### src/rtl/i2c_pwm_pkg.sv
// Shared definitions for the I2C-to-PWM register controller: FSM encoding,
// duty register width and the default slave address.
package i2c_pwm_pkg;

  localparam int         DUTY_W              = 16;
  localparam logic [6:0] DEFAULT_I2C_ADDRESS = 7'h42;

  typedef enum logic [2:0] {
    ST_IDLE   = 3'd0,
    ST_ADDR   = 3'd1,
    ST_PTR    = 3'd2,
    ST_DATA_H = 3'd3,
    ST_DATA_L = 3'd4,
    ST_IGNORE = 3'd5
  } state_t;

  // The controller counts as addressed once the address byte matched and until
  // the transfer ends or the pointer is rejected.
  function automatic logic state_is_selected(input state_t s);
    return (s == ST_PTR) || (s == ST_DATA_H) || (s == ST_DATA_L);
  endfunction

endpackage

### src/rtl/i2c_pwm_reg_controller_duty_shadow_bank.sv
// Per-channel shadow registers with dirty tracking; a commit copies every
// dirty shadow into the visible duty output in a single clock.
module duty_shadow_bank
  import i2c_pwm_pkg::*;
#(
  parameter int CHANNELS = 4,
  parameter int PTR_W    = 4
) (
  input  logic                       clk,
  input  logic                       reset_n,
  input  logic                       wr_en,
  input  logic [PTR_W-1:0]           wr_idx,
  input  logic [DUTY_W-1:0]          wr_data,
  input  logic                       commit_req,
  input  logic                       clear,
  output logic [DUTY_W*CHANNELS-1:0] duty,
  output logic                       commit
);

  logic [DUTY_W-1:0]   shadow_q [CHANNELS];
  logic [DUTY_W-1:0]   shadow_d [CHANNELS];
  logic [DUTY_W-1:0]   duty_q   [CHANNELS];
  logic [DUTY_W-1:0]   duty_d   [CHANNELS];
  logic [CHANNELS-1:0] dirty_q;
  logic [CHANNELS-1:0] dirty_d;
  logic                commit_q;
  logic                commit_d;

  always_comb begin
    shadow_d = shadow_q;
    duty_d   = duty_q;
    dirty_d  = dirty_q;
    commit_d = 1'b0;
    if (wr_en) begin
      for (int n = 0; n < CHANNELS; n++) begin
        if (wr_idx == PTR_W'(n)) begin
          shadow_d[n] = wr_data;
          dirty_d[n]  = 1'b1;
        end
      end
    end
    // A commit with nothing pending is silent: no pulse, outputs untouched.
    if (commit_req && (dirty_q != '0)) begin
      for (int n = 0; n < CHANNELS; n++) begin
        if (dirty_q[n]) duty_d[n] = shadow_q[n];
      end
      dirty_d  = '0;
      commit_d = 1'b1;
    end else if (clear) begin
      dirty_d = '0;
    end
  end

  always_ff @(posedge clk or negedge reset_n) begin
    if (!reset_n) begin
      for (int n = 0; n < CHANNELS; n++) begin
        shadow_q[n] <= '0;
        duty_q[n]   <= '0;
      end
      dirty_q  <= '0;
      commit_q <= 1'b0;
    end else begin
      shadow_q <= shadow_d;
      duty_q   <= duty_d;
      dirty_q  <= dirty_d;
      commit_q <= commit_d;
    end
  end

  for (genvar g = 0; g < CHANNELS; g++) begin : g_duty_out
    assign duty[DUTY_W*g +: DUTY_W] = duty_q[g];
  end

  assign commit = commit_q;

endmodule

### src/rtl/i2c_pwm_reg_controller.sv
// Register-file front end for a PWM bank: decodes the serializer byte stream
// into pointer/duty writes and commits them atomically on STOP.
module i2c_pwm_reg_controller
  import i2c_pwm_pkg::*;
#(
  parameter logic [6:0] I2C_ADDRESS = DEFAULT_I2C_ADDRESS,
  parameter int         CHANNELS    = 4,
  parameter int         PTR_W       = 4
) (
  input  logic                       clk,
  input  logic                       reset_n,
  input  logic                       start,
  input  logic                       stop,
  input  logic                       wr,
  input  logic [7:0]                 write_data,
  output logic [DUTY_W*CHANNELS-1:0] duty,
  output logic                       commit,
  output logic                       selected,
  output logic                       error
);

  localparam logic [8:0]       CH_LIM   = 9'(CHANNELS);
  localparam logic [PTR_W-1:0] PTR_LAST = PTR_W'(CHANNELS - 1);

  state_t            state_q, state_d;
  logic [PTR_W-1:0]  ptr_q, ptr_d;
  logic [7:0]        hbyte_q, hbyte_d;
  logic              error_q, error_d;

  logic              stop_ev;
  logic              wr_ev;
  logic              sh_wr_en;
  logic [DUTY_W-1:0] sh_wr_data;
  logic              commit_req;

  // start outranks stop, which outranks wr; losers in a cycle are dropped.
  assign stop_ev = stop & ~start;
  assign wr_ev   = wr & ~start & ~stop;

  always_ff @(posedge clk or negedge reset_n) begin
    if (!reset_n) begin
      state_q <= ST_IDLE;
      ptr_q   <= '0;
      hbyte_q <= '0;
      error_q <= 1'b0;
    end else begin
      state_q <= state_d;
      ptr_q   <= ptr_d;
      hbyte_q <= hbyte_d;
      error_q <= error_d;
    end
  end

  always_comb begin
    state_d = state_q;
    ptr_d   = ptr_q;
    hbyte_d = hbyte_q;
    error_d = error_q;
    if (start) begin
      state_d = ST_ADDR;
      error_d = 1'b0;
    end else if (stop_ev) begin
      state_d = ST_IDLE;
    end else if (wr_ev) begin
      case (state_q)
        ST_ADDR: begin
          if ((write_data[7:1] == I2C_ADDRESS) && !write_data[0]) state_d = ST_PTR;
          else                                                    state_d = ST_IDLE;
        end
        ST_PTR: begin
          if ({1'b0, write_data} < CH_LIM) begin
            ptr_d   = write_data[PTR_W-1:0];
            state_d = ST_DATA_H;
          end else begin
            error_d = 1'b1;
            state_d = ST_IGNORE;
          end
        end
        ST_DATA_H: begin
          hbyte_d = write_data;
          state_d = ST_DATA_L;
        end
        ST_DATA_L: begin
          ptr_d   = (ptr_q == PTR_LAST) ? '0 : ptr_q + 1'b1;
          state_d = ST_DATA_H;
        end
        default: ;
      endcase
    end
  end

  always_comb begin
    selected   = state_is_selected(state_q);
    sh_wr_en   = wr_ev && (state_q == ST_DATA_L);
    sh_wr_data = {hbyte_q, write_data};
    commit_req = stop_ev;
  end

  // No abort path exists in this controller, so the bank's dirty clear is unused.
  duty_shadow_bank #(
    .CHANNELS (CHANNELS),
    .PTR_W    (PTR_W)
  ) u_bank (
    .clk        (clk),
    .reset_n    (reset_n),
    .wr_en      (sh_wr_en),
    .wr_idx     (ptr_q),
    .wr_data    (sh_wr_data),
    .commit_req (commit_req),
    .clear      (1'b0),
    .duty       (duty),
    .commit     (commit)
  );

  assign error = error_q;

endmodule

### config.mk
export PLATFORM = sky130hd
export DESIGN_NAME = i2c_pwm_reg_controller
export DESIGN_NICKNAME = d
export VERILOG_FILES = /design/src/rtl/i2c_pwm_pkg.sv /design/src/rtl/i2c_pwm_reg_controller_duty_shadow_bank.sv /design/src/rtl/i2c_pwm_reg_controller.sv
export SDC_FILE = /design/constraint.sdc
export NUM_CORES = 1
export LEC_CHECK = 0
export BUFFER_PORTS_ARGS = -buffer_cell sky130_fd_sc_hd__buf_2
export CAP_MARGIN = 15
export CORE_UTILIZATION = 57
export CTS_CLUSTER_SIZE = 16
export DETAILED_ROUTE_END_ITERATION = 10
export PLACE_DENSITY = 0.89
export RECOVER_POWER = 100
export SLEW_MARGIN = 20
export SYNTH_ARGS = -nofsm -noshare
export SYNTH_HDL_FRONTEND = slang
export SYNTH_HIERARCHICAL = 1
export SYNTH_SLANG_ARGS = --single-unit
export TNS_END_PERCENT = 10
### constraint.sdc
create_clock -name clk -period 3.2 [get_ports clk]
set_input_delay 0.16 -clock clk [delete_from_list [all_inputs] [get_ports clk]]
set_output_delay 0.16 -clock clk [all_outputs]
set_load 0.05 [all_outputs]
# Yosys cells after proc, flatten, opt, wreduce, memory -nomap -nowiden
# Index checks and enable logic that the tools add are counted.
[op_classes]
add_sub_neg = 1
order_cmp = 1
eq_ne = 11
mux = 21
bitwise_logic = 6
n_reduce_logical = 34
[ops]
columns = ["cell", "count"]
rows = [
  ["AND reduction 2 bit", 13],
  ["two-way mux 4 bit", 4],
  ["nonzero test 2 bit", 8],
  ["two-way mux 3 bit", 4],
  ["case mux 3 bit (4 select lines)", 1],
  ["two-way mux 1 bit", 10],
  ["equality test 4 x 2 -> 1 bit (second input constant)", 2],
  ["less-than comparator 8 x 3 -> 1 bit (second input constant)", 1],
  ["case mux 4 bit (2 select lines)", 1],
  ["AND reduction 4 bit", 2],
  ["equality test 7 bit (second input constant)", 1],
  ["equality test 3 x 2 -> 1 bit (second input constant)", 2],
  ["inequality test 2 bit (second input constant)", 3],
  ["nonzero test 6 bit", 1],
  ["AND reduction 5 bit", 1],
  ["adder 4 x 1 -> 4 bit (second input constant)", 1],
  ["equality test 4 x 1 -> 1 bit (second input constant)", 1],
  ["logical NOT 4 bit", 1],
  ["nonzero test 4 bit", 1],
  ["AND 1 bit", 3],
  ["equality test 3 x 1 -> 1 bit (second input constant)", 1],
  ["equality test 3 bit (second input constant)", 1],
  ["logical AND 1 bit", 3],
  ["inverter 1 bit", 3],
  ["other kinds (4)", 5],
]
[word_totals]
reg_bits = 149
input_bits = 13
word_cells = 91

# Logic depth before layout (Yosys ltp)
# Gate-level depths: netlist of run 1.
[logic_depth]
depth_word = 7
mapped_depth = 9

# Modules after synthesis
# The synthesis of run 1 kept the hierarchy.
[modules_own_cells]
columns = ["mod", "n_inst", "cells_per_inst", "area_per_inst_um2", "seq_area_each_um2"]
rows = [
  ["duty_shadow_bank", 1, 290, 4996.0, 3328.2],
  ["i2c_pwm_reg_controller", 1, 87, 930.9, 400.4],
]

# Least setup slack after synthesis of run 1
# OpenSTA, ideal clock, no wires.
[synth_timing]
kind = "reg-to-reg"
startpoint = "reg state_q[1]"
endpoint = "reg u_bank/shadow_q[39] (netlist name)"
arrival_ns = 2.216
t_required_ns = 3.075
path_slack_ns = 0.859
path_stages_with_launch = 10
n_path_buf = 4
path_cell_list = "dfrtp_1 > buf_6 > or3b_1 > buf_6 > nor4_1 > nor3b_2 > and3b_2 > buf_4 > buf_6 > mux2_2"
[synth_via]
elab_chain_len = 3
[synth_rtl]
columns = ["element", "line_no", "rtl"]
rows = [
  ["from (decl)", "i2c_pwm_reg_controller.sv:25", "state_t state_q, state_d;"],
  ["from (signal assigned)", "i2c_pwm_reg_controller.sv:47", "state_q <= state_d;"],
  ["equality test 3 bit", "i2c_pwm_reg_controller.sv:94", "sh_wr_en = wr_ev && (state_q == ST_DATA_L);"],
  ["logical AND 1 bit", "i2c_pwm_reg_controller.sv:94", ""],
  ["named net sh_wr_en", "i2c_pwm_reg_controller.sv:32", "logic sh_wr_en;"],
  ["AND reduction 2 bit (no source line)", "-", ""],
  ["to (signal assigned)", "i2c_pwm_reg_controller_duty_shadow_bank.sv:63", "shadow_q <= shadow_d;"],
  ["to (decl)", "i2c_pwm_reg_controller_duty_shadow_bank.sv:20", "logic [DUTY_W-1:0] shadow_q [CHANNELS];"],
]
# The timed path passes the listed nets, and every way through them passes these cells.
# A chain may end at the register's enable or synchronous reset.

# Worst setup path after layout of run 1
[layout_timing]
startpoint = "reg state_q[2]"
endpoint = "reg u_bank/shadow_q[5] (netlist name)"
# Same word-level chain as after synthesis.

==> flow_summary.json, run 1 <==
{
  "clock.fmax_mhz": 338,
  "critPathBufInv": 0,
  "ys_ff_latch": 149,
  "crit_cells": 5,
  "post-route-period-util": 0.926,
  "drive_gt1_frac": 0.380,
  "yosysTopAreaCell": "dfrtp_1",
  "gp_congestion": 0.923,
  "grt.overflow.total": 0,
  "initial_core_util": 0.598,
  "gr-usage-all-layers": 0.240,
  "post-route-min-period_ns": 2.96,
  "cts_tree": "yes",
  "startpoint": "state_q[2]",
  "slew_viol_final": 119,
  "num_io_pins": 80,
  "min_path_type": "input port to register",
  "violations": "capacitance limit, slew limit",
  "rsz0062_at_grt": "no",
  "io_buffers": 79,
  "r2r_slack_ns": 0.24,
  "synth_top_family_by_area": "multiplexers",
  "num_vias": 3538,
  "grt_antenna_before_repair": 0,
  "synth-simple-area-share": 0.0490,
  "ant_nets": 0,
  "synth_compound_area_frac": 0.0285,
  "synth_top_area_share": 0.629,
  "row_count": 36,
  "via_per_inst": 5.76,
  "crit_slowest_cell": "nand3_1",
  "p_per_area_mw_per_mm2": 553,
  "dr.pass1.iters": 5,
  "drc": 0,
  "die_h_um": 104,
  "ys_seq_area_frac": 0.629,
  "post_drt_wl_per_cell_um": 19.8,
  "post_cts_resized": 0,
  "synth_xor_area_frac": 0.00148,
  "path_cells": "or3b_1 > nor4_1 > nor3b_2 > nand3_1 > mux2_2",
  "n_antenna_cell": 0,
  "ys.warnings.count": 6,
  "ys_async_sr_fraction": 1.00,
  "leakage_uw": 0.00345,
  "clock_sinks": 149,
  "maxSlewHeadroom": -0.685,
  "netlist_area_mm2": 0.00593,
  "r2r_end": "u_bank/shadow_q[5]",
  "synth_cell_type_count": 50,
  "start_kind": "register",
  "clockBufferDepth": 2,
  "area_growth_pct": 16.1,
  "total_power_uw": 3810,
  "grt_pass1_vias": 3658,
  "grt_pass1_wl_mm": 19.5,
  "status": "finished, violations left",
  "rr_startpoint": "state_q[2]",
  "die_area_mm2": 0.0108,
  "drv_cap": 1,
  "grt_max_degree": 119,
  "finalSetupViolCount": 0,
  "first_iter_violations": 178,
  "cp.arrival_ns": 3.36,
  "nets": 482,
  "insertion_delay_ns": 0.53,
  "cts_hold_buf": 6,
  "core-area_mm2": 0.00991,
  "dp_hpwl_mm": 7.72,
  "fillers": 663,
  "synthTopCellsByCount": "dfrtp_1 (149), mux2_2 (137), nand2_1 (10)",
  "synth_cells": 377,
  "numCtsBuffers": 17,
  "postPlaceCellArea_mm2": 0.00638,
  "cts_setup_buffers": 0,
  "cts.clk_slew.worst_paths_ns": 0.06,
  "die_w_um": 104,
  "critPathMaxFanout": 17,
  "h-tree-depth": 4,
  "worst_pin_slew_ns": 2.53,
  "final_cell_area_mm2": 0.00688,
  "ir_drop_mv": 0.366,
  "hold_viol_final": 0,
  "worstSetupEndpointType": "register",
  "synth_fa_ha_area_frac": 0.00211,
  "synth_area_leaders": "dfrtp_1 (63%), mux2_2 (26%), buf_6 (0.95%), nand2_1 (0.63%), buf_2 (0.59%)",
  "synth-main-ff-cell": "dfrtp_1",
  "crit_type": "register to register",
  "critPathTopFamily": "simple AND/OR/NAND/NOR gates",
  "syn_avg_cell_area_um2": 15.7,
  "r2r_cells": 5,
  "cpPeakStageDelay_ns": 0.66,
  "synth-edff-count": 0,
  "finClkSkew_ns": 0.00939,
  "drt_wl_total_mm": 12.2,
  "setup_tns_ns": 0,
  "yosysMostFrequentCell": "dfrtp_1",
  "worstSetupEndpoint": "u_bank/shadow_q[5]",
  "clock-root-buffer": "clkbuf_8",
  "synthMuxAreaShare": 0.265,
  "cp.required_ns": 3.60
}
## worst register-to-register path, delay by kind of cell, from the launching register on
| family | cells | cell delay (ns) |
|---|---|---|
| DFF | 1 | 0.49 |
| muxes | 1 | 0.56 |
| and+or+nand+nor | 4 | 1.80 |
## cell families (layout without fill, tap and decap cells)
kind of cell,after synthesis,count (layout)
fa+ha+maj,1,1
simple gates,44,44
mux,139,139
xor+xnor,1,1
buf+inv,19,122
flops,149,149
compound gates,23,23
other cells,1,2
## power breakdown
group	leakage, µW	switching (µW)	total (µW)	internal [µW]
Sequential	0.00208	9.24	1900	1890
Clock	0.000251	753	1820	1070
Combinational	0.00112	67.7	88.6	20.9
Total	0.00345	830	3810	2980
## worst min-delay path by stage
stage,startpoint,endpoint,cells past startpoint
after detailed placement,reset_n,u_bank/duty[44],1
after global routing,write_data[3],u_bank/shadow_q[51],2
final,write_data[1],u_bank/shadow_q[33],2
after global placement,reset_n,u_bank/duty[44],1
after floorplan,reset_n,error,0
after CTS,write_data[1],u_bank/shadow_q[33],2
## metal layers
metal  wire length [µm]  up-vias  share of wire  global-route usage
met5                  0        -              0                   0
met4                192        0          0.016              0.0959
met3                750       18          0.062              0.0695
met2               6080      159           0.50               0.381
met1               5160     1828           0.42               0.314
li1                   -     1533              -                   -
## placed cells by master, fill, tap and decap left out, types with 4 or more instances in the layout
cell type      synthesis  routed
nor2_1                 6       6
nor4_1                 4       4
dlygate4sd3_1          0       6
nand2_1               10      11
clkbuf_1               1      70
buf_2                  7      10
o21ai_0                4       4
clkbuf_16              0      16
clkinvlp_4             0       7
mux2_2               137     134
dfrtp_1              149     149
## final cells by class
type	instances	area, µm²	share of cell area
Sequential cell	149	3730	0.542
Multi-Input combinational cell	210	2040	0.297
Clock buffer	20	445	0.0647
Timing Repair Buffer	87	379	0.0551
Tap cell	133	166	0.0242
Clock inverter	12	106	0.0155
Inverter	3	11.3	0.00164
## flip-flops by register name (all words and copies together) (netlist names)
signal	flops
u_bank/shadow_q	64
hbyte_q	8
ptr_q	4
state_q	3
u_bank/duty	64
error	1
u_bank/dirty_q	4
u_bank/commit	1
## through the flow
step           setup WS, ns  hold slack, ns   util  std cells
6_report              0.238          0.0453  0.694        614
4_1_cts               0.409          0.0143  0.706        614
5_1_grt               0.125          0.0177  0.694        614
2_1_floorplan         0.859          -0.136      -        378
3_3_place_gp          0.575           0.370  0.644        576
3_5_place_dp          0.406           0.385  0.644        576
Note: power is estimated with default switching activity, not from simulation.
==> inputs of run 2 (changes only) <==
--- a/config.mk
+++ b/config.mk
@@ -5,13 +5,16 @@
 export SDC_FILE = /design/constraint.sdc
 export NUM_CORES = 1
 export LEC_CHECK = 0
+export ABC_CLOCK_PERIOD_IN_PS = 3200
 export BUFFER_PORTS_ARGS = -buffer_cell sky130_fd_sc_hd__buf_2
 export CAP_MARGIN = 15
 export CORE_UTILIZATION = 57
 export CTS_CLUSTER_SIZE = 16
 export DETAILED_ROUTE_END_ITERATION = 10
+export GPL_TIMING_DRIVEN = 0
 export PLACE_DENSITY = 0.89
 export RECOVER_POWER = 100
+export REMOVE_ABC_BUFFERS = 1
 export SLEW_MARGIN = 20
 export SYNTH_ARGS = -nofsm -noshare
 export SYNTH_HDL_FRONTEND = slang
==> run 2 against run 1 <==
Compared with the run above: the run still ends with capacitance limit, slew limit left; clock power shrank 6%; largest cell class unchanged; global-route usage decreased by 0.12 points; worst hold slack worse by 0.033 ns; clock skew shrank 0.0027 ns; clock-buffer cell count down 1; core utilization grew 0.051 points; fmax increased by 0.16%; final cell count did not move; register-to-register slack barely moved; via count decreased by 0.31%; sequential power barely moved; largest power group unchanged; worst setup slack gained 0.0047 ns.
==> flow_summary.json, run 2 (synthesized netlist as in run 1, its figures left out) <==
{
  "gr-usage-all-layers": 0.239,
  "num_io_pins": 80,
  "clock-root-buffer": "clkbuf_8",
  "p_per_area_mw_per_mm2": 537,
  "cts.clk_slew.worst_paths_ns": 0.06,
  "finalSetupViolCount": 0,
  "critPathMaxFanout": 17,
  "clock_sinks": 149,
  "worstSetupEndpointType": "register",
  "violations": "capacitance limit, slew limit",
  "h-tree-depth": 4,
  "ant_nets": 0,
  "crit_slowest_cell": "and3b_2",
  "fillers": 708,
  "io_buffers": 79,
  "final_cell_mix": "dfrtp_1 (149), mux2_2 (138), clkbuf_1 (70)",
  "slew_viol_final": 71,
  "grt_pass1_vias": 3676,
  "grt_max_degree": 80,
  "post_drt_wl_per_cell_um": 19.7,
  "maxSlewHeadroom": -0.172,
  "via_per_inst": 5.74,
  "drive_gt1_frac": 0.391,
  "grt_pass1_wl_mm": 19.7,
  "cts_tree": "yes",
  "drv_cap": 1,
  "die_area_mm2": 0.0108,
  "setup_tns_ns": 0,
  "hold_viol_final": 0,
  "die_w_um": 104,
  "insertion_delay_ns": 0.51,
  "status": "finished, violations left",
  "grt_antenna_before_repair": 0,
  "finClkSkew_ns": 0.00673,
  "n_antenna_cell": 0,
  "area_growth_pct": 16.2,
  "clockBufferDepth": 2,
  "grt.overflow.total": 0,
  "cp.arrival_ns": 3.35,
  "cp.required_ns": 3.59,
  "min_path_type": "input port to register",
  "leakage_uw": 0.00344,
  "cpPeakStageDelay_ns": 0.58,
  "post-route-min-period_ns": 2.96,
  "nets": 483,
  "drt_wl_total_mm": 12.1,
  "post-route-period-util": 0.924,
  "initial_core_util": 0.598,
  "die_h_um": 104,
  "clock.fmax_mhz": 338,
  "rsz0062_at_grt": "no",
  "path_cells": "or3b_1 > nor4_1 > nor3b_1 > and3b_2 > mux2_2",
  "row_count": 36,
  "drc": 0,
  "dp_hpwl_mm": 7.59,
  "dr.pass1.iters": 5,
  "final_cell_area_mm2": 0.00689,
  "numCtsBuffers": 17,
  "ir_drop_mv": 0.342,
  "crit_type": "register to register",
  "total_power_uw": 3700,
  "worst_pin_slew_ns": 1.76,
  "num_vias": 3527,
  "first_iter_violations": 166,
  "gp_congestion": 0.760,
  "start_kind": "register",
  "r2r_slack_ns": 0.24,
  "layout_commonest_cell": "dfrtp_1",
  "postPlaceCellArea_mm2": 0.00640,
  "core-area_mm2": 0.00991
}
[run 2: path summary, 6_finish.rpt]
kind | to | depth (start not counted) | start
max in group asynchronous | u_bank/shadow_q[62] | 3 | reset_n
min in group asynchronous | u_bank/duty[40] | 2 | reset_n
min reg2reg | u_bank/shadow_q[20] | 1 | u_bank/shadow_q[20]
max reg2reg | u_bank/shadow_q[39] | 5 | state_q[2]
max | u_bank/shadow_q[39] | 5 | state_q[2]
min | u_bank/shadow_q[53] | 2 | write_data[5]
[run 2: layout make-up]
| class | count | area (µm²) | share of cell area |
|---|---|---|---|
| clock inverters | 12 | 82.6 | 0.0120 |
| inverters | 3 | 11.3 | 0.00164 |
| flip-flops and latches | 149 | 3730 | 0.541 |
| multi-input cells | 210 | 2050 | 0.298 |
| well taps | 133 | 166 | 0.0242 |
| repair buffers | 88 | 417 | 0.0605 |
| clock buffers | 19 | 432 | 0.0627 |
[run 2: worst max-delay path: cells and delay by family (launching register included)]
family | cells | cell delay, ns
muxes | 1 | 0.40
DFF | 1 | 0.56
and+or+nand+nor | 4 | 1.87
[run 2: timing repair]
item                                    CTS  global route
hold buffers                              8             0
resized for setup                         0             1
buffers inserted                          0             0
hold endpoints to repair                 89             0
endpoints found under the setup margin    0            16
[run 2: through the flow]
| stage | utilization | setup slack, ns | hold WS, ns | std cells |
|---|---|---|---|---|
| final | 0.695 | 0.242 | 0.0127 | 614 |
| after global routing | 0.695 | 0.173 | 0.00951 | 614 |
| after CTS | 0.706 | 0.148 | 0.00254 | 614 |
| after detailed placement | 0.646 | 0.217 | 0.154 | 575 |
| after global placement | 0.642 | 0.0750 | 0.415 | 574 |
| after floorplan | - | 0.804 | -0.136 | 362 |
[run 2: routing by layer]
layer | global-route usage | vias to the layer above | routed length, µm
li1 | - | 1528 | -
met1 | 0.305 | 1834 | 4980
met2 | 0.396 | 137 | 6100
met3 | 0.0608 | 28 | 753
met4 | 0.0878 | 0 | 260
met5 | 0 | - | 0
[run 2: where the power goes]
part | switching, µW | internal [µW] | leakage, µW | total, µW
combinational | 64.4 | 25.6 | 0.00113 | 90.0
clock | 746 | 963 | 0.000238 | 1710
sequential | 9.33 | 1890 | 0.00208 | 1900
